--- src/rtl/vid_timing_pkg.sv ---
// Shared types and default 720p60 geometry for the video timing generator.
package vid_timing_pkg;

  localparam int PIX_W = 24;

  localparam int DEF_HVALID_W = 1280;
  localparam int DEF_HFP_W    = 110;
  localparam int DEF_HSYNC_W  = 40;
  localparam int DEF_HBP_W    = 220;
  localparam int DEF_VVALID_W = 720;
  localparam int DEF_VFP_W    = 5;
  localparam int DEF_VSYNC_W  = 5;
  localparam int DEF_VBP_W    = 20;

  typedef enum logic [1:0] {
    IDLE,
    RUN,
    STOP_PEND
  } vtg_state_e;

endpackage

--- src/rtl/vid_axis_cntr.sv ---
// One timing axis: wrapping counter with VALID/FP/SYNC/BP region decode.
module vid_axis_cntr #(
  parameter int VALID = 1280,
  parameter int FP    = 110,
  parameter int SYNC  = 40,
  parameter int BP    = 220,
  parameter int CNT_W = 12
) (
  input  logic             clk,
  input  logic             rst,
  input  logic             en,
  input  logic             clr,
  output logic [CNT_W-1:0] cnt,
  output logic             valid,
  output logic             sync,
  output logic             last
);
  import vid_timing_pkg::*;

  localparam int TOTAL = VALID + FP + SYNC + BP;
  localparam logic [CNT_W-1:0] VALID_C   = CNT_W'(VALID);
  localparam logic [CNT_W-1:0] SYNC_LO_C = CNT_W'(VALID + FP);
  localparam logic [CNT_W-1:0] SYNC_HI_C = CNT_W'(VALID + FP + SYNC);
  localparam logic [CNT_W-1:0] LAST_C    = CNT_W'(TOTAL - 1);

  always_ff @(posedge clk) begin
    if (rst || clr) begin
      cnt <= '0;
    end else if (en) begin
      cnt <= last ? '0 : cnt + CNT_W'(1);
    end
  end

  assign valid = (cnt < VALID_C);
  assign sync  = (cnt >= SYNC_LO_C) && (cnt < SYNC_HI_C);
  assign last  = (cnt == LAST_C);

endmodule

--- src/rtl/vid_timing_gen.sv ---
// Video timing generator and pixel pump: counters -> stage-1 regs -> pin regs (2 clocks).
// Stops only at a frame boundary; FIFO misses are replaced by UFLOW_COLOR and flagged.
module vid_timing_gen
  import vid_timing_pkg::*;
#(
  parameter int                SYNC_ACTIVE_HIGH_N_LOW = 0,
  parameter int                HVALID_W    = DEF_HVALID_W,
  parameter int                HFP_W       = DEF_HFP_W,
  parameter int                HSYNC_W     = DEF_HSYNC_W,
  parameter int                HBP_W       = DEF_HBP_W,
  parameter int                VVALID_W    = DEF_VVALID_W,
  parameter int                VFP_W       = DEF_VFP_W,
  parameter int                VSYNC_W     = DEF_VSYNC_W,
  parameter int                VBP_W       = DEF_VBP_W,
  parameter logic [PIX_W-1:0]  UFLOW_COLOR = 24'hFF00FF,
  parameter int                CNT_W       = 12
) (
  input  logic             clk,
  input  logic             rst,
  input  logic             drvr_en,
  input  logic             ff_empty,
  output logic             ff_rd_en,
  input  logic [PIX_W-1:0] ff_rdata,
  output logic             undrflw,
  input  logic             undrflw_clr,
  output logic [15:0]      frame_cnt,
  output logic             busy,
  output logic [PIX_W-1:0] HDMI_TX_D,
  output logic             HDMI_TX_DE,
  output logic             HDMI_TX_HS,
  output logic             HDMI_TX_VS
);

  localparam logic SYNC_POL = (SYNC_ACTIVE_HIGH_N_LOW != 0);

  vtg_state_e       state, state_nxt;
  logic [CNT_W-1:0] h_cnt, v_cnt;
  logic             h_valid, h_sync, h_last;
  logic             v_valid, v_sync, v_last;
  logic             frame_last, de0, uflow;
  logic             de1, hs1, vs1, rd1;

  assign busy = (state != IDLE);

  vid_axis_cntr #(
    .VALID(HVALID_W), .FP(HFP_W), .SYNC(HSYNC_W), .BP(HBP_W), .CNT_W(CNT_W)
  ) u_h_cntr (
    .clk(clk), .rst(rst), .en(busy), .clr(!busy),
    .cnt(h_cnt), .valid(h_valid), .sync(h_sync), .last(h_last)
  );

  vid_axis_cntr #(
    .VALID(VVALID_W), .FP(VFP_W), .SYNC(VSYNC_W), .BP(VBP_W), .CNT_W(CNT_W)
  ) u_v_cntr (
    .clk(clk), .rst(rst), .en(busy && h_last), .clr(!busy),
    .cnt(v_cnt), .valid(v_valid), .sync(v_sync), .last(v_last)
  );

  assign frame_last = busy && h_last && v_last;
  assign de0        = busy && h_valid && v_valid;
  assign ff_rd_en   = de0 && !ff_empty;
  assign uflow      = de0 && ff_empty;

  // A stop request always runs to the end of the current frame.
  always_comb begin
    state_nxt = state;
    case (state)
      IDLE:      if (drvr_en) state_nxt = RUN;
      RUN:       if (!drvr_en) state_nxt = frame_last ? IDLE : STOP_PEND;
      STOP_PEND: begin
        if (drvr_en)         state_nxt = RUN;
        else if (frame_last) state_nxt = IDLE;
      end
      default:   state_nxt = IDLE;
    endcase
  end

  always_ff @(posedge clk) begin
    if (rst) begin
      state     <= IDLE;
      undrflw   <= 1'b0;
      frame_cnt <= '0;
    end else begin
      state <= state_nxt;
      if (uflow)            undrflw <= 1'b1;
      else if (undrflw_clr) undrflw <= 1'b0;
      if (frame_last)       frame_cnt <= frame_cnt + 16'd1;
    end
  end

  // Stage 1 lines up with the FIFO's registered read data; stage 2 drives the pins.
  always_ff @(posedge clk) begin
    if (rst) begin
      de1        <= 1'b0;
      hs1        <= 1'b0;
      vs1        <= 1'b0;
      rd1        <= 1'b0;
      HDMI_TX_DE <= 1'b0;
      HDMI_TX_D  <= '0;
      HDMI_TX_HS <= !SYNC_POL;
      HDMI_TX_VS <= !SYNC_POL;
    end else begin
      de1        <= de0;
      hs1        <= busy && h_sync;
      vs1        <= busy && v_sync;
      rd1        <= ff_rd_en;
      HDMI_TX_DE <= de1;
      HDMI_TX_D  <= de1 ? (rd1 ? ff_rdata : UFLOW_COLOR) : '0;
      HDMI_TX_HS <= !(hs1 ^ SYNC_POL);
      HDMI_TX_VS <= !(vs1 ^ SYNC_POL);
    end
  end

endmodule
--- config.mk ---
export PLATFORM = sky130hd
export DESIGN_NAME = vid_timing_gen
export DESIGN_NICKNAME = d
export VERILOG_FILES = /design/src/rtl/vid_timing_pkg.sv /design/src/rtl/vid_axis_cntr.sv /design/src/rtl/vid_timing_gen.sv
export SDC_FILE = /design/constraint.sdc
export NUM_CORES = 1
export LEC_CHECK = 0
export ABC_AREA = 1
export BUFFER_PORTS_ARGS = -buffer_cell sky130_fd_sc_hd__clkbuf_2
export CORE_MARGIN = 4
export CORE_UTILIZATION = 44
export CTS_CLUSTER_SIZE = 24
export DETAILED_ROUTE_END_ITERATION = 16
export PLACE_DENSITY = 0.77
export SLEW_MARGIN = 10
export SYNTH_ARGS = -nofsm -noshare
export SYNTH_HDL_FRONTEND = slang
export SYNTH_SLANG_ARGS = --single-unit
--- constraint.sdc ---
create_clock -name clk -period 2.7 [get_ports clk]
set_input_delay 0.135 -clock clk [delete_from_list [all_inputs] [get_ports clk]]
set_output_delay 0.135 -clock clk [all_outputs]
set_load 0.005 [all_outputs]
==> impl_metrics.prom, run 1 <==
# TYPE chip_impl_metric gauge
chip_impl_info{name="netlist_top_cells_area",value="sky130_fd_sc_hd__dfxtp_1 41%, sky130_fd_sc_hd__nand2_1 14%, sky130_fd_sc_hd__nor2_1 7.7%, sky130_fd_sc_hd__inv_1 6.9%, sky130_fd_sc_hd__a21oi_1 6.8%"} 1
chip_impl_metric{name="stdcell_area",unit="sq mm"} 0.00449
chip_impl_info{name="synth_flop_cell",value="sky130_fd_sc_hd__dfxtp_1"} 1
chip_impl_metric{name="irDropWorstVdd",unit="mV"} 0.390
chip_impl_info{name="timing.setup.critical_path_class",value="flip-flop to output port"} 1
chip_impl_metric{name="fin_setup_tns",unit="ps"} 0
chip_impl_metric{name="antenna_violations_before_repair",unit=""} 0
chip_impl_metric{name="syn_area",unit="sq mm"} 0.00358
chip_impl_metric{name="post_route_core_utilization",unit=""} 0.576
chip_impl_metric{name="initial_core_util",unit=""} 0.459
chip_impl_metric{name="worst_pin_slew",unit="ps"} 586
chip_impl_metric{name="final_period_demand_of_the_worst_path",unit="ps"} 1780
chip_impl_metric{name="vias",unit=""} 3611
chip_impl_metric{name="h-tree-depth",unit=""} 3
chip_impl_info{name="tritoncts",value="built"} 1
chip_impl_metric{name="io-pin-count",unit=""} 75
chip_impl_metric{name="routed_wl",unit="mm"} 9.03
chip_impl_metric{name="number_of_storage_elements_in_the_synthesis_netlist",unit=""} 74
chip_impl_metric{name="grt_first_pass_wirelength",unit="mm"} 15.7
chip_impl_metric{name="routedWlPerCell",unit="um"} 12.5
chip_impl_info{name="critPathLaunchType",value="flip-flop"} 1
chip_impl_metric{name="cap_violations",unit=""} 0
chip_impl_metric{name="maxSlewViolCount",unit=""} 0
chip_impl_metric{name="timing_hold_violations_final",unit=""} 0
chip_impl_metric{name="netlist.area_leader.share",unit=""} 0.414
chip_impl_info{name="post-synth-top-area-cell",value="sky130_fd_sc_hd__dfxtp_1"} 1
chip_impl_metric{name="placed_cell_area",unit="sq mm"} 0.00403
chip_impl_metric{name="ant_nets",unit=""} 0
chip_impl_info{name="synthMostInstantiatedCell",value="sky130_fd_sc_hd__nand2_1"} 1
chip_impl_metric{name="floorplan.die_area",unit="sq mm"} 0.00965
chip_impl_metric{name="synthesis.instances",unit=""} 519
chip_impl_metric{name="worst_ep_arrival_time",unit="ps"} 1650
chip_impl_metric{name="routability_cong",unit=""} 0.903
chip_impl_metric{name="clkSinkCount",unit=""} 74
chip_impl_metric{name="synth.yosys.seq_area_share",unit=""} 0.414
chip_impl_metric{name="maxSlewHeadroom",unit=""} 0.609
chip_impl_info{name="critPathCaptureType",value="output port"} 1
chip_impl_metric{name="placed_cells_incl_taps",unit=""} 686
chip_impl_metric{name="globalRouteOverflowTotal",unit=""} 0
chip_impl_metric{name="cts_setup_buffers",unit=""} 0
chip_impl_info{name="synth.cells.most_frequent",value="129 x sky130_fd_sc_hd__nand2_1, 74 x sky130_fd_sc_hd__dfxtp_1, 73 x sky130_fd_sc_hd__nor2_1"} 1
chip_impl_metric{name="ctsHoldBuffers",unit=""} 22
chip_impl_metric{name="hold-worst-slack",unit="ps"} 14.1
chip_impl_metric{name="avgSynthCellArea",unit="sq um"} 6.90
chip_impl_metric{name="grt_pass1_vias",unit=""} 3568
chip_impl_metric{name="fin_nets",unit=""} 653
chip_impl_metric{name="diodes",unit=""} 0
chip_impl_metric{name="post_route_cells_drive_above_1_share",unit=""} 0.183
chip_impl_metric{name="clk-insertion-delay-late",unit="ps"} 350
chip_impl_info{name="clockRootBuffer",value="sky130_fd_sc_hd__clkbuf_8"} 1
chip_impl_metric{name="synth_warnings",unit=""} 0
chip_impl_metric{name="gr-usage-all-layers",unit=""} 0.195
chip_impl_metric{name="drt_pre_antenna_iters",unit=""} 5
chip_impl_metric{name="clock_buffer_count_from_cts",unit=""} 9
chip_impl_metric{name="postCtsResizedCells",unit=""} 0
chip_impl_metric{name="fin_crit_sh",unit=""} 0.661
chip_impl_metric{name="finalSetupViolCount",unit=""} 0
chip_impl_metric{name="final_setup_skew",unit="ps"} 13.7
chip_impl_metric{name="syn_nets",unit=""} 555
chip_impl_metric{name="clock_path_buffers",unit=""} 2
chip_impl_metric{name="core_box_area",unit="sq mm"} 0.00781
chip_impl_metric{name="post_layout_nonfiller_instances",unit=""} 724
chip_impl_metric{name="die_h",unit="um"} 98.2
chip_impl_metric{name="post_synth_num_cell_types",unit=""} 32
chip_impl_metric{name="power_density",unit="mW/mm^2"} 507
chip_impl_metric{name="die_w",unit="um"} 98.2
chip_impl_metric{name="timing.fmax",unit="MHz"} 561
chip_impl_metric{name="synth_enable_flop_cells",unit=""} 0
chip_impl_metric{name="worst-path-max-fanout",unit=""} 6
chip_impl_metric{name="area_delta_synth_final",unit="%"} 25.5
chip_impl_info{name="rsz0062_at_grt",value="no"} 1
chip_impl_metric{name="route.detailed.vias_per_inst",unit=""} 4.99
chip_impl_metric{name="remaining_drc_errors",unit=""} 0
chip_impl_metric{name="async_set_reset_flop_share_out_of_synthesis",unit=""} 0
chip_impl_metric{name="clkSlewWorstSetupHoldPaths",unit="ps"} 80
chip_impl_metric{name="place.detailed.hpwl",unit="mm"} 6.44
chip_impl_metric{name="floorplan.rows",unit=""} 32
chip_impl_metric{name="io_buffers",unit=""} 74
chip_impl_metric{name="leakage",unit="uW"} 0.00195
chip_impl_info{name="hold_path.class",value="input port to flip-flop"} 1
chip_impl_metric{name="critical_path_required",unit="ps"} 2570
chip_impl_info{name="status",value="completed"} 1
chip_impl_metric{name="detailedRoute.firstIterationViolations",unit=""} 242
chip_impl_metric{name="grt_max_degree",unit=""} 21
[where the power goes]
part	leakage (uW)	switching, uW	total [uW]	internal (uW)
sequential	0.000598	8.35	1110	1100
clock	0.000120	436	1060	621
combinational	0.00123	55.1	110	54.8
[cell type report]
type	instances	area, sq um
Clock buffer	9	124
Clock inverter	7	124
Fill cell	728	3310
Inverter	73	274
Multi-Input combinational cell	362	1770
Sequential cell	74	1480
Tap cell	102	128
Timing Repair Buffer	97	598
[per-layer routing]
metal  GRT usage  part of all wire
met3      0.0550             0.056
met1       0.231              0.42
met4      0.0693             0.019
met2       0.337              0.51
met5           0                 0
[through the flow]
stage	total power (uW)	setup WS [ps]
6_report	2280	916
5_1_grt	2370	702
4_1_cts	2300	876
3_5_place_dp	1220	1040
3_3_place_gp	1220	1070
2_1_floorplan	1180	1230
[worst max-delay path, cell delays in order (launching register included)]
cell and delay [ps]:
sky130_fd_sc_hd__dfxtp_1 320, sky130_fd_sc_hd__nor2_2 340, sky130_fd_sc_hd__inv_2 170, sky130_fd_sc_hd__nand4_1 110, sky130_fd_sc_hd__nor2_1 60, sky130_fd_sc_hd__o21ai_1 130, sky130_fd_sc_hd__nor2_1 60, sky130_fd_sc_hd__clkbuf_2 110
[logic make-up (layout without fill, tap and decap cells)]
| family | Yosys count | in the layout | synth area share |
|---|---|---|---|
| DFF | 74 | 74 | 0.414 |
| adders and majority gates | 7 | 7 | 0.0245 |
| xor gates and xnor gates | 8 | 8 | 0.0196 |
| buffers and inverters | 83 | 186 | 0.0933 |
| and+or+nand+nor | 279 | 279 | 0.350 |
| AOI/OAI and AO/OA | 68 | 68 | 0.0992 |
[layout by cell type (no fill, tap or decap), types with 2 or more instances in the layout]
cell type | netlist | final
sky130_fd_sc_hd__a21oi_1 | 49 | 49
sky130_fd_sc_hd__a31oi_1 | 2 | 2
sky130_fd_sc_hd__bufinv_16 | 0 | 3
sky130_fd_sc_hd__clkbuf_2 | 0 | 74
sky130_fd_sc_hd__clkbuf_8 | 0 | 9
sky130_fd_sc_hd__dfxtp_1 | 74 | 74
sky130_fd_sc_hd__dlygate4sd3_1 | 0 | 22
sky130_fd_sc_hd__ha_1 | 7 | 7
sky130_fd_sc_hd__inv_1 | 66 | 66
sky130_fd_sc_hd__inv_2 | 7 | 7
sky130_fd_sc_hd__inv_6 | 0 | 2
sky130_fd_sc_hd__nand2_1 | 129 | 129
sky130_fd_sc_hd__nand2_2 | 3 | 3
sky130_fd_sc_hd__nand3_1 | 31 | 31
sky130_fd_sc_hd__nand3_2 | 3 | 3
sky130_fd_sc_hd__nand3b_1 | 5 | 5
sky130_fd_sc_hd__nand4_1 | 14 | 14
sky130_fd_sc_hd__nor2_1 | 73 | 73
sky130_fd_sc_hd__nor2_2 | 4 | 4
sky130_fd_sc_hd__nor2_4 | 3 | 3
sky130_fd_sc_hd__nor3_1 | 9 | 9
sky130_fd_sc_hd__o21ai_0 | 11 | 11
sky130_fd_sc_hd__o21ai_1 | 2 | 2
sky130_fd_sc_hd__o21bai_1 | 2 | 2
sky130_fd_sc_hd__xor2_1 | 7 | 7
[sequential cells by signal (all words and copies together) (netlist names)]
| name | cells |
|---|---|
| de1 | 1 |
| u_v_cntr.cnt | 12 |
| HDMI_TX_HS | 1 |
| u_h_cntr.cnt | 12 |
| HDMI_TX_D | 24 |
| frame_cnt | 16 |
| rd1 | 1 |
| HDMI_TX_VS | 1 |
| vs1 | 1 |
| hs1 | 1 |
| HDMI_TX_DE | 1 |
| state | 2 |
| undrflw | 1 |
[path summary, 6_finish.rpt]
check | start | endpoint | slack, ps | cells past startpoint
max reg2reg | frame_cnt[0] | frame_cnt[10] | 1000 | 8
max | state[0] | ff_rd_en | 920 | 7
min | ff_rdata[3] | HDMI_TX_D[3] | 10 | 3
min reg2reg | hs1 | HDMI_TX_HS | 380 | 1
Power figures use the tool's default switching activity.
==> inputs of run 2 (changes only) <==
--- a/config.mk
+++ b/config.mk
@@ -5,13 +5,13 @@
 export SDC_FILE = /design/constraint.sdc
 export NUM_CORES = 1
 export LEC_CHECK = 0
-export ABC_AREA = 1
+export ABC_AREA = 0
 export BUFFER_PORTS_ARGS = -buffer_cell sky130_fd_sc_hd__clkbuf_2
 export CORE_MARGIN = 4
 export CORE_UTILIZATION = 44
 export CTS_CLUSTER_SIZE = 24
 export DETAILED_ROUTE_END_ITERATION = 16
-export PLACE_DENSITY = 0.77
+export PLACE_DENSITY = 0.81
 export SLEW_MARGIN = 10
 export SYNTH_ARGS = -nofsm -noshare
 export SYNTH_HDL_FRONTEND = slang
==> constraint.sdc (replaced) <==
create_clock -name clk -period 1.5 [get_ports clk]
set_input_delay 0.075 -clock clk [delete_from_list [all_inputs] [get_ports clk]]
set_output_delay 0.075 -clock clk [all_outputs]
set_load 0.005 [all_outputs]
==> impl_metrics.prom, run 2 <==
# TYPE chip_impl_metric gauge
chip_impl_info{name="status",value="complete, but fails checks"} 1
chip_impl_info{name="violations",value="negative setup slack"} 1
chip_impl_metric{name="clock_group_share_of_total_power",unit=""} 0.394
chip_impl_metric{name="netSwitchingPower",unit="uW"} 1020
chip_impl_info{name="r2r_start",value="u_v_cntr.cnt[2]"} 1
chip_impl_metric{name="area_delta_synth_final",unit="%"} 59.4
chip_impl_metric{name="synth.yosys.seq_area_share",unit=""} 0.438
chip_impl_info{name="combinational_family_with_the_most_area_after_synthesis",value="simple AND/OR/NAND/NOR gates"} 1
chip_impl_metric{name="antenna_violations_before_repair",unit=""} 0
chip_impl_metric{name="timing_hold_violations_final",unit=""} 0
chip_impl_metric{name="clock_buffer_count_from_cts",unit=""} 9
chip_impl_metric{name="irDropWorstVdd",unit="mV"} 0.398
chip_impl_metric{name="fin_nets",unit=""} 605
chip_impl_info{name="synth_flop_cell",value="sky130_fd_sc_hd__dfxtp_1"} 1
chip_impl_info{name="timing.setup.critical_path_class",value="flip-flop to flip-flop"} 1
chip_impl_metric{name="async_set_reset_flop_share_out_of_synthesis",unit=""} 0
chip_impl_info{name="max_flop_register",value="HDMI_TX_D"} 1
chip_impl_metric{name="routedWlPerCell",unit="um"} 18.2
chip_impl_info{name="tritoncts",value="built"} 1
chip_impl_metric{name="routability_cong",unit=""} 0.910
chip_impl_metric{name="worst-path-max-fanout",unit=""} 10
chip_impl_metric{name="die_h",unit="um"} 95.7
chip_impl_metric{name="finalSetupViolCount",unit=""} 42
chip_impl_metric{name="power_internal",unit="uW"} 2760
chip_impl_metric{name="maxSlewHeadroom",unit=""} 0.772
chip_impl_metric{name="timing.fmax",unit="MHz"} 541
chip_impl_metric{name="grt_max_degree",unit=""} 34
chip_impl_info{name="layout.cells.most_common_list",value="74 x sky130_fd_sc_hd__clkbuf_2, 67 x sky130_fd_sc_hd__buf_4, 66 x sky130_fd_sc_hd__dfxtp_1"} 1
chip_impl_metric{name="stdcell_area",unit="sq mm"} 0.00539
chip_impl_metric{name="final_period_demand_of_the_worst_path",unit="ps"} 1850
chip_impl_metric{name="routed_wl",unit="mm"} 12.3
chip_impl_metric{name="pwr-share-comb",unit=""} 0.076
chip_impl_metric{name="post_synth_adder_cell_area",unit=""} 0.0259
chip_impl_metric{name="largest_reg_flops",unit=""} 24
chip_impl_metric{name="power.switching_fraction",unit=""} 0.269
chip_impl_metric{name="placed_cell_area",unit="sq mm"} 0.00444
chip_impl_metric{name="critical_path_required",unit="ps"} 1750
chip_impl_metric{name="clkSlewWorstSetupHoldPaths",unit="ps"} 90
chip_impl_metric{name="netlist.area_leader.share",unit=""} 0.438
chip_impl_metric{name="floorplan.die_area",unit="sq mm"} 0.00915
chip_impl_metric{name="globalRouteOverflowTotal",unit=""} 0
chip_impl_metric{name="synth-compound-area-share",unit=""} 0.122
chip_impl_info{name="final_common_cell",value="sky130_fd_sc_hd__clkbuf_2"} 1
chip_impl_metric{name="total_power",unit="uW"} 3770
chip_impl_info{name="synth.cells.most_frequent",value="74 x sky130_fd_sc_hd__dfxtp_1, 36 x sky130_fd_sc_hd__a21oi_1, 29 x sky130_fd_sc_hd__inv_1, 29 x sky130_fd_sc_hd__nor2_1, 22 x sky130_fd_sc_hd__nand2_1"} 1
chip_impl_info{name="critPathLaunchType",value="flip-flop"} 1
chip_impl_metric{name="synth_warnings",unit=""} 0
chip_impl_info{name="biggestRegsByFlops",value="HDMI_TX_D: 24 flops, frame_cnt: 16 flops"} 1
chip_impl_metric{name="place.detailed.hpwl",unit="mm"} 6.67
chip_impl_metric{name="gr-usage-all-layers",unit=""} 0.262
chip_impl_metric{name="ant_nets",unit=""} 0
chip_impl_info{name="rsz0062_at_grt",value="yes"} 1
chip_impl_metric{name="clock_path_buffers",unit=""} 2
chip_impl_metric{name="clk-insertion-delay-late",unit="ps"} 360
chip_impl_metric{name="power.sequential.fraction",unit=""} 0.530
chip_impl_metric{name="post_route_cells_drive_above_1_share",unit=""} 0.449
chip_impl_metric{name="drt_pre_antenna_iters",unit=""} 6
chip_impl_metric{name="io_buffers",unit=""} 74
chip_impl_metric{name="diodes",unit=""} 0
chip_impl_metric{name="number_of_storage_elements_in_the_synthesis_netlist",unit=""} 74
chip_impl_metric{name="h-tree-depth",unit=""} 3
chip_impl_metric{name="syn_nets",unit=""} 422
chip_impl_metric{name="fin_crit_sh",unit=""} 1.23
chip_impl_metric{name="power_density",unit="mW/mm^2"} 700
chip_impl_info{name="startpoint",value="u_v_cntr.cnt[2]"} 1
chip_impl_info{name="hold_path.class",value="input port to flip-flop"} 1
chip_impl_metric{name="initial_core_util",unit=""} 0.459
chip_impl_metric{name="io-pin-count",unit=""} 75
chip_impl_metric{name="synth.mux.area_fraction",unit=""} 0.0300
chip_impl_metric{name="worst_ep_arrival_time",unit="ps"} 2090
chip_impl_metric{name="grt_first_pass_wirelength",unit="mm"} 18.7
chip_impl_metric{name="vias",unit=""} 3878
chip_impl_info{name="critPathCaptureType",value="flip-flop"} 1
chip_impl_info{name="clockRootBuffer",value="sky130_fd_sc_hd__clkbuf_8"} 1
chip_impl_metric{name="synth_enable_flop_cells",unit=""} 0
chip_impl_metric{name="maxSlewViolCount",unit=""} 0
chip_impl_info{name="synthMostInstantiatedCell",value="sky130_fd_sc_hd__dfxtp_1"} 1
chip_impl_metric{name="leakage",unit="uW"} 0.00248
chip_impl_metric{name="core_box_area",unit="sq mm"} 0.00737
chip_impl_metric{name="clkSinkCount",unit=""} 74
chip_impl_metric{name="post_synth_num_cell_types",unit=""} 45
chip_impl_metric{name="synth_xor_xnor_area_share",unit=""} 0.0233
chip_impl_metric{name="syn_area",unit="sq mm"} 0.00338
chip_impl_metric{name="synth-simple-area-share",unit=""} 0.290
chip_impl_metric{name="detailedRoute.firstIterationViolations",unit=""} 475
chip_impl_info{name="post-synth-top-area-cell",value="sky130_fd_sc_hd__dfxtp_1"} 1
chip_impl_metric{name="worst_pin_slew",unit="ps"} 342
chip_impl_metric{name="synthesis.instances",unit=""} 386
chip_impl_metric{name="final_setup_skew",unit="ps"} 17.1
chip_impl_metric{name="avgSynthCellArea",unit="sq um"} 8.76
chip_impl_metric{name="grt_pass1_vias",unit=""} 3872
chip_impl_metric{name="die_w",unit="um"} 95.7
chip_impl_info{name="worstHoldStart",value="rst"} 1
chip_impl_metric{name="post_layout_nonfiller_instances",unit=""} 673
chip_impl_metric{name="remaining_drc_errors",unit=""} 0
chip_impl_metric{name="floorplan.rows",unit=""} 31
chip_impl_metric{name="fillerInstances",unit=""} 435
chip_impl_metric{name="placed_cells_incl_taps",unit=""} 616
chip_impl_metric{name="route.detailed.vias_per_inst",unit=""} 5.76
chip_impl_info{name="netlist_top_cells_area",value="sky130_fd_sc_hd__dfxtp_1 44%, sky130_fd_sc_hd__a21oi_1 5.3%, sky130_fd_sc_hd__inv_1 3.2%, sky130_fd_sc_hd__nor2_1 3.2%, sky130_fd_sc_hd__mux2_2 3.0%"} 1
chip_impl_metric{name="cap_violations",unit=""} 0
chip_impl_metric{name="finalWorstSetupSlack",unit="ps"} -347
[run 2: changes by cell type in the layout (fill, tap and decap cells not counted), sizes merged, moves of 6 or more]
cell and delta:
and4 +8, buf +94, and3 +16, a21oi -13, mux2 +9, nand2 -110
o31ai +6, inv -42, nand3 -18, or4 +8, nor2b +9, nor2 -52
[run 2: what timing repair did]
item	4_1_cts	5_1_grt
pin swaps	13	19
endpoints found under the hold margin	27	0
setup buffers	13	5
cloned	0	0
hold buffers	27	0
setup endpoints to repair	41	44
gates resized for setup	52	49
[run 2: worst max-delay path: stages (launching register included)]
cell                      delay [ps]
sky130_fd_sc_hd__dfxtp_1         440
sky130_fd_sc_hd__and4b_1         310
sky130_fd_sc_hd__nand4_4         150
sky130_fd_sc_hd__buf_12          200
sky130_fd_sc_hd__buf_12          130
sky130_fd_sc_hd__nor3_4          200
sky130_fd_sc_hd__mux2_4          310
[run 2: layout make-up]
type / instances / area [sq um] / share of cell area
Multi-Input combinational cell: 258 / 1980 / 0.367
Inverter: 30 / 113 / 0.0209
Clock inverter: 7 / 58.8 / 0.0109
Timing Repair Buffer: 196 / 1500 / 0.278
Sequential cell: 74 / 1490 / 0.277
Clock buffer: 9 / 124 / 0.0230
Tap cell: 99 / 124 / 0.0230
[run 2: routing by layer]
layer,part of all wire,GRT usage,vias up
met5,0,0,-
met4,0.036,0.116,0
met3,0.075,0.0631,61
met2,0.51,0.473,229
met1,0.38,0.288,1851
li1,-,-,1737
[run 2: kinds of logic after synthesis]
family	Yosys count
mux	9
flops	74
xor+xnor	9
compound gates	70
simple gates	163
fa+ha+maj	7
buf+inv	54
[run 2: worst paths after layout]
kind,end,slack (ps),depth (start not counted)
setup / recovery,frame_cnt[8],-350,6
hold / removal,u_v_cntr.cnt[4],200,4
setup reg to reg,frame_cnt[8],-350,6
hold reg to reg,HDMI_TX_HS,380,1
[run 2: power groups by stage]
stage / registers, uW / clock network, uW / logic, uW
after global routing: 2000 / 1560 / 304
after floorplan: 2050 / 0 / 73.4
after global placement: 2040 / 0 / 175
final: 2000 / 1490 / 287
after CTS: 2000 / 1480 / 261
after detailed placement: 2040 / 0 / 182
[run 2: per-stage QoR]
stage	util	setup slack, ps	setup TNS (ps)	hold WS (ps)
floorplan	-	-179	-2720	154
global placement	0.602	-235	-4310	279
detailed placement	0.602	-337	-6250	287
CTS	0.707	-279	-5360	184
global route	0.732	-402	-9330	208
finish	0.732	-347	-7170	204
==> inputs of run 3 (changes only) <==
--- a/config.mk
+++ b/config.mk
@@ -8,10 +8,10 @@
 export ABC_AREA = 0
 export BUFFER_PORTS_ARGS = -buffer_cell sky130_fd_sc_hd__clkbuf_2
 export CORE_MARGIN = 4
-export CORE_UTILIZATION = 44
+export CORE_UTILIZATION = 35
 export CTS_CLUSTER_SIZE = 24
 export DETAILED_ROUTE_END_ITERATION = 16
-export PLACE_DENSITY = 0.81
+export PLACE_DENSITY = 0.69
 export SLEW_MARGIN = 10
 export SYNTH_ARGS = -nofsm -noshare
 export SYNTH_HDL_FRONTEND = slang
==> impl_metrics.prom, run 3 (synthesized netlist as in run 2, its figures left out) <==
# TYPE chip_impl_metric gauge
chip_impl_metric{name="clkSlewWorstSetupHoldPaths",unit="ps"} 80
chip_impl_metric{name="worst-path-max-fanout",unit=""} 8
chip_impl_metric{name="clock_group_share_of_total_power",unit=""} 0.406
chip_impl_metric{name="detailedRoute.firstIterationViolations",unit=""} 165
chip_impl_metric{name="reg2reg_setup_slack",unit="ps"} -290
chip_impl_metric{name="diodes",unit=""} 0
chip_impl_info{name="critPathCaptureType",value="flip-flop"} 1
chip_impl_metric{name="placed_cell_area",unit="sq mm"} 0.00451
chip_impl_metric{name="antenna_violations_before_repair",unit=""} 0
chip_impl_metric{name="power_density",unit="mW/mm^2"} 720
chip_impl_info{name="violations",value="negative setup slack"} 1
chip_impl_metric{name="hold-path-cell-count",unit=""} 2
chip_impl_metric{name="floorplan.rows",unit=""} 35
chip_impl_info{name="timing.setup.critical_path_class",value="flip-flop to flip-flop"} 1
chip_impl_metric{name="irDropWorstVdd",unit="mV"} 0.469
chip_impl_info{name="worstHoldStart",value="rst"} 1
chip_impl_metric{name="grt_max_degree",unit=""} 31
chip_impl_metric{name="grt_first_pass_wirelength",unit="mm"} 15.8
chip_impl_metric{name="routedWlPerCell",unit="um"} 14.0
chip_impl_metric{name="post_layout_nonfiller_instances",unit=""} 699
chip_impl_metric{name="die_h",unit="um"} 106
chip_impl_info{name="final_common_cell",value="sky130_fd_sc_hd__buf_4"} 1
chip_impl_info{name="layout.cells.most_common_list",value="76 x sky130_fd_sc_hd__buf_4, 73 x sky130_fd_sc_hd__clkbuf_2, 65 x sky130_fd_sc_hd__dfxtp_1"} 1
chip_impl_metric{name="maxSlewViolCount",unit=""} 0
chip_impl_info{name="hold_end",value="HDMI_TX_HS"} 1
chip_impl_metric{name="worst_pin_slew",unit="ps"} 354
chip_impl_metric{name="place.detailed.hpwl",unit="mm"} 6.76
chip_impl_metric{name="reg2regPathDepth",unit=""} 7
chip_impl_metric{name="pwr-share-comb",unit=""} 0.069
chip_impl_metric{name="routed_wl",unit="mm"} 9.79
chip_impl_metric{name="ant_nets",unit=""} 0
chip_impl_metric{name="final_period_demand_of_the_worst_path",unit="ps"} 1790
chip_impl_metric{name="initial_core_util",unit=""} 0.363
chip_impl_info{name="critical_path.slowest_cell",value="sky130_fd_sc_hd__or4b_1"} 1
chip_impl_metric{name="grt_pass1_vias",unit=""} 3423
chip_impl_info{name="hold_path.class",value="input port to flip-flop"} 1
chip_impl_metric{name="globalRouteOverflowTotal",unit=""} 0
chip_impl_metric{name="remaining_drc_errors",unit=""} 0
chip_impl_info{name="regToRegEndpoint",value="u_v_cntr.cnt[4]"} 1
chip_impl_metric{name="post-place-ws",unit="ps"} -286
chip_impl_metric{name="worst_ep_arrival_time",unit="ps"} 2080
chip_impl_metric{name="final_setup_skew",unit="ps"} 8.46
chip_impl_metric{name="leakage",unit="uW"} 0.00237
chip_impl_metric{name="io_buffers",unit=""} 74
chip_impl_info{name="cpLargestDelayFamily",value="simple AND/OR/NAND/NOR gates"} 1
chip_impl_metric{name="core_box_area",unit="sq mm"} 0.00933
chip_impl_metric{name="floorplan.die_area",unit="sq mm"} 0.0113
chip_impl_metric{name="power_internal",unit="uW"} 2900
chip_impl_info{name="max_flop_register",value="HDMI_TX_D"} 1
chip_impl_info{name="critPathLaunchType",value="flip-flop"} 1
chip_impl_metric{name="area_delta_synth_final",unit="%"} 56.0
chip_impl_metric{name="timing.critical_path.slowest_cell_delay",unit="ps"} 470
chip_impl_metric{name="fin_crit_sh",unit=""} 1.20
chip_impl_metric{name="clk-insertion-delay-late",unit="ps"} 350
chip_impl_metric{name="fin_nets",unit=""} 601
chip_impl_info{name="rsz0062_at_grt",value="yes"} 1
chip_impl_info{name="tritoncts",value="built"} 1
chip_impl_info{name="r2r_start",value="u_h_cntr.cnt[1]"} 1
chip_impl_metric{name="clock_buffer_count_from_cts",unit=""} 9
chip_impl_metric{name="clock_path_buffers",unit=""} 2
chip_impl_metric{name="placed_cells_incl_taps",unit=""} 647
chip_impl_metric{name="stdcell_area",unit="sq mm"} 0.00528
chip_impl_metric{name="timing.fmax",unit="MHz"} 557
chip_impl_info{name="biggestRegsByFlops",value="HDMI_TX_D: 24 flops, frame_cnt: 16 flops"} 1
chip_impl_metric{name="netSwitchingPower",unit="uW"} 902
chip_impl_metric{name="cap_violations",unit=""} 0
chip_impl_metric{name="io-pin-count",unit=""} 75
chip_impl_info{name="status",value="complete, but fails checks"} 1
chip_impl_metric{name="power.sequential.fraction",unit=""} 0.525
chip_impl_metric{name="power.switching_fraction",unit=""} 0.237
chip_impl_metric{name="largest_reg_flops",unit=""} 24
chip_impl_metric{name="finalWorstSetupSlack",unit="ps"} -295
chip_impl_info{name="clockRootBuffer",value="sky130_fd_sc_hd__clkbuf_8"} 1
chip_impl_metric{name="timing_hold_violations_final",unit=""} 0
chip_impl_metric{name="vias",unit=""} 3483
chip_impl_metric{name="critical_path_required",unit="ps"} 1780
chip_impl_metric{name="finalSetupViolCount",unit=""} 28
chip_impl_metric{name="maxSlewHeadroom",unit=""} 0.762
chip_impl_metric{name="route.detailed.vias_per_inst",unit=""} 4.98
chip_impl_metric{name="routability_cong",unit=""} 0.906
chip_impl_metric{name="drt_pre_antenna_iters",unit=""} 4
chip_impl_metric{name="die_w",unit="um"} 106
chip_impl_metric{name="post_route_cells_drive_above_1_share",unit=""} 0.428
chip_impl_metric{name="path_buf_inv",unit=""} 2
chip_impl_metric{name="clkSinkCount",unit=""} 74
chip_impl_info{name="timing.critical_path.cells",value="inv_2 -> ha_4 -> and4b_2 -> nand4_4 -> buf_12 -> or4b_1 -> a21oi_1"} 1
chip_impl_metric{name="h-tree-depth",unit=""} 3
chip_impl_metric{name="gr-usage-all-layers",unit=""} 0.171
-- run 3: cell types whose count changed in the layout (fill, tap and decap cells not counted), sizes merged --
cell    previous run  this run
bufinv             0         1
buf               95        92
inv               33        30
clkinv             2         3
-- run 3: power by group through the flow --
| stage | sequential (uW) | clock, uW | combinational [uW] |
|---|---|---|---|
| detailed placement | 2040 | 0 | 184 |
| global route | 2000 | 1660 | 289 |
| global placement | 2040 | 0 | 181 |
| finish | 2000 | 1540 | 262 |
| CTS | 2000 | 1580 | 244 |
| floorplan | 2050 | 0 | 73.4 |
-- run 3: worst max-delay path by stage --
stage	startpoint	to	slack [ps]	cells after the start
2_1_floorplan	u_v_cntr.cnt[10]	frame_cnt[15]	-180	5
6_report	u_h_cntr.cnt[1]	u_v_cntr.cnt[4]	-290	7
3_5_place_dp	u_h_cntr.cnt[11]	frame_cnt[3]	-290	5
4_1_cts	u_h_cntr.cnt[1]	u_v_cntr.cnt[4]	-270	7
3_3_place_gp	u_h_cntr.cnt[1]	u_v_cntr.cnt[4]	-220	7
5_1_grt	u_h_cntr.cnt[1]	frame_cnt[13]	-380	7
-- run 3: per-stage QoR --
step                       util  TNS, ps  power, uW  hold WS [ps]
final                     0.566    -5340       3800          33.1
after global routing      0.566    -8100       3950          32.2
after CTS                 0.546    -4950       3820          18.1
after detailed placement  0.483    -4510       2230           290
after global placement    0.483    -3600       2220           295
after floorplan               -    -2720       2120           154
-- run 3: repair_timing --
action                                  in CTS  in global routing
hold buffers                                27                  0
setup buffers                                5                  4
pin swaps                                   11                 14
endpoints found under the setup margin      27                 42
endpoints found under the hold margin       27                  0
gates resized for setup                     29                 38
-- run 3: final cells by class --
type | count | area [sq um]
Clock buffer | 10 | 128
Fill cell | 805 | 4050
Inverter | 30 | 113
Clock inverter | 6 | 67.6
Tap cell | 129 | 161
Multi-Input combinational cell | 258 | 1900
Sequential cell | 74 | 1490
Timing Repair Buffer | 192 | 1410
-- run 3: routing by layer --
metal	part of all wire	wire length, um	GRT usage
met1	0.41	4000	0.198
met5	0	0	0
met4	0.013	123	0.0527
met3	0.059	576	0.0370
met2	0.52	5090	0.313
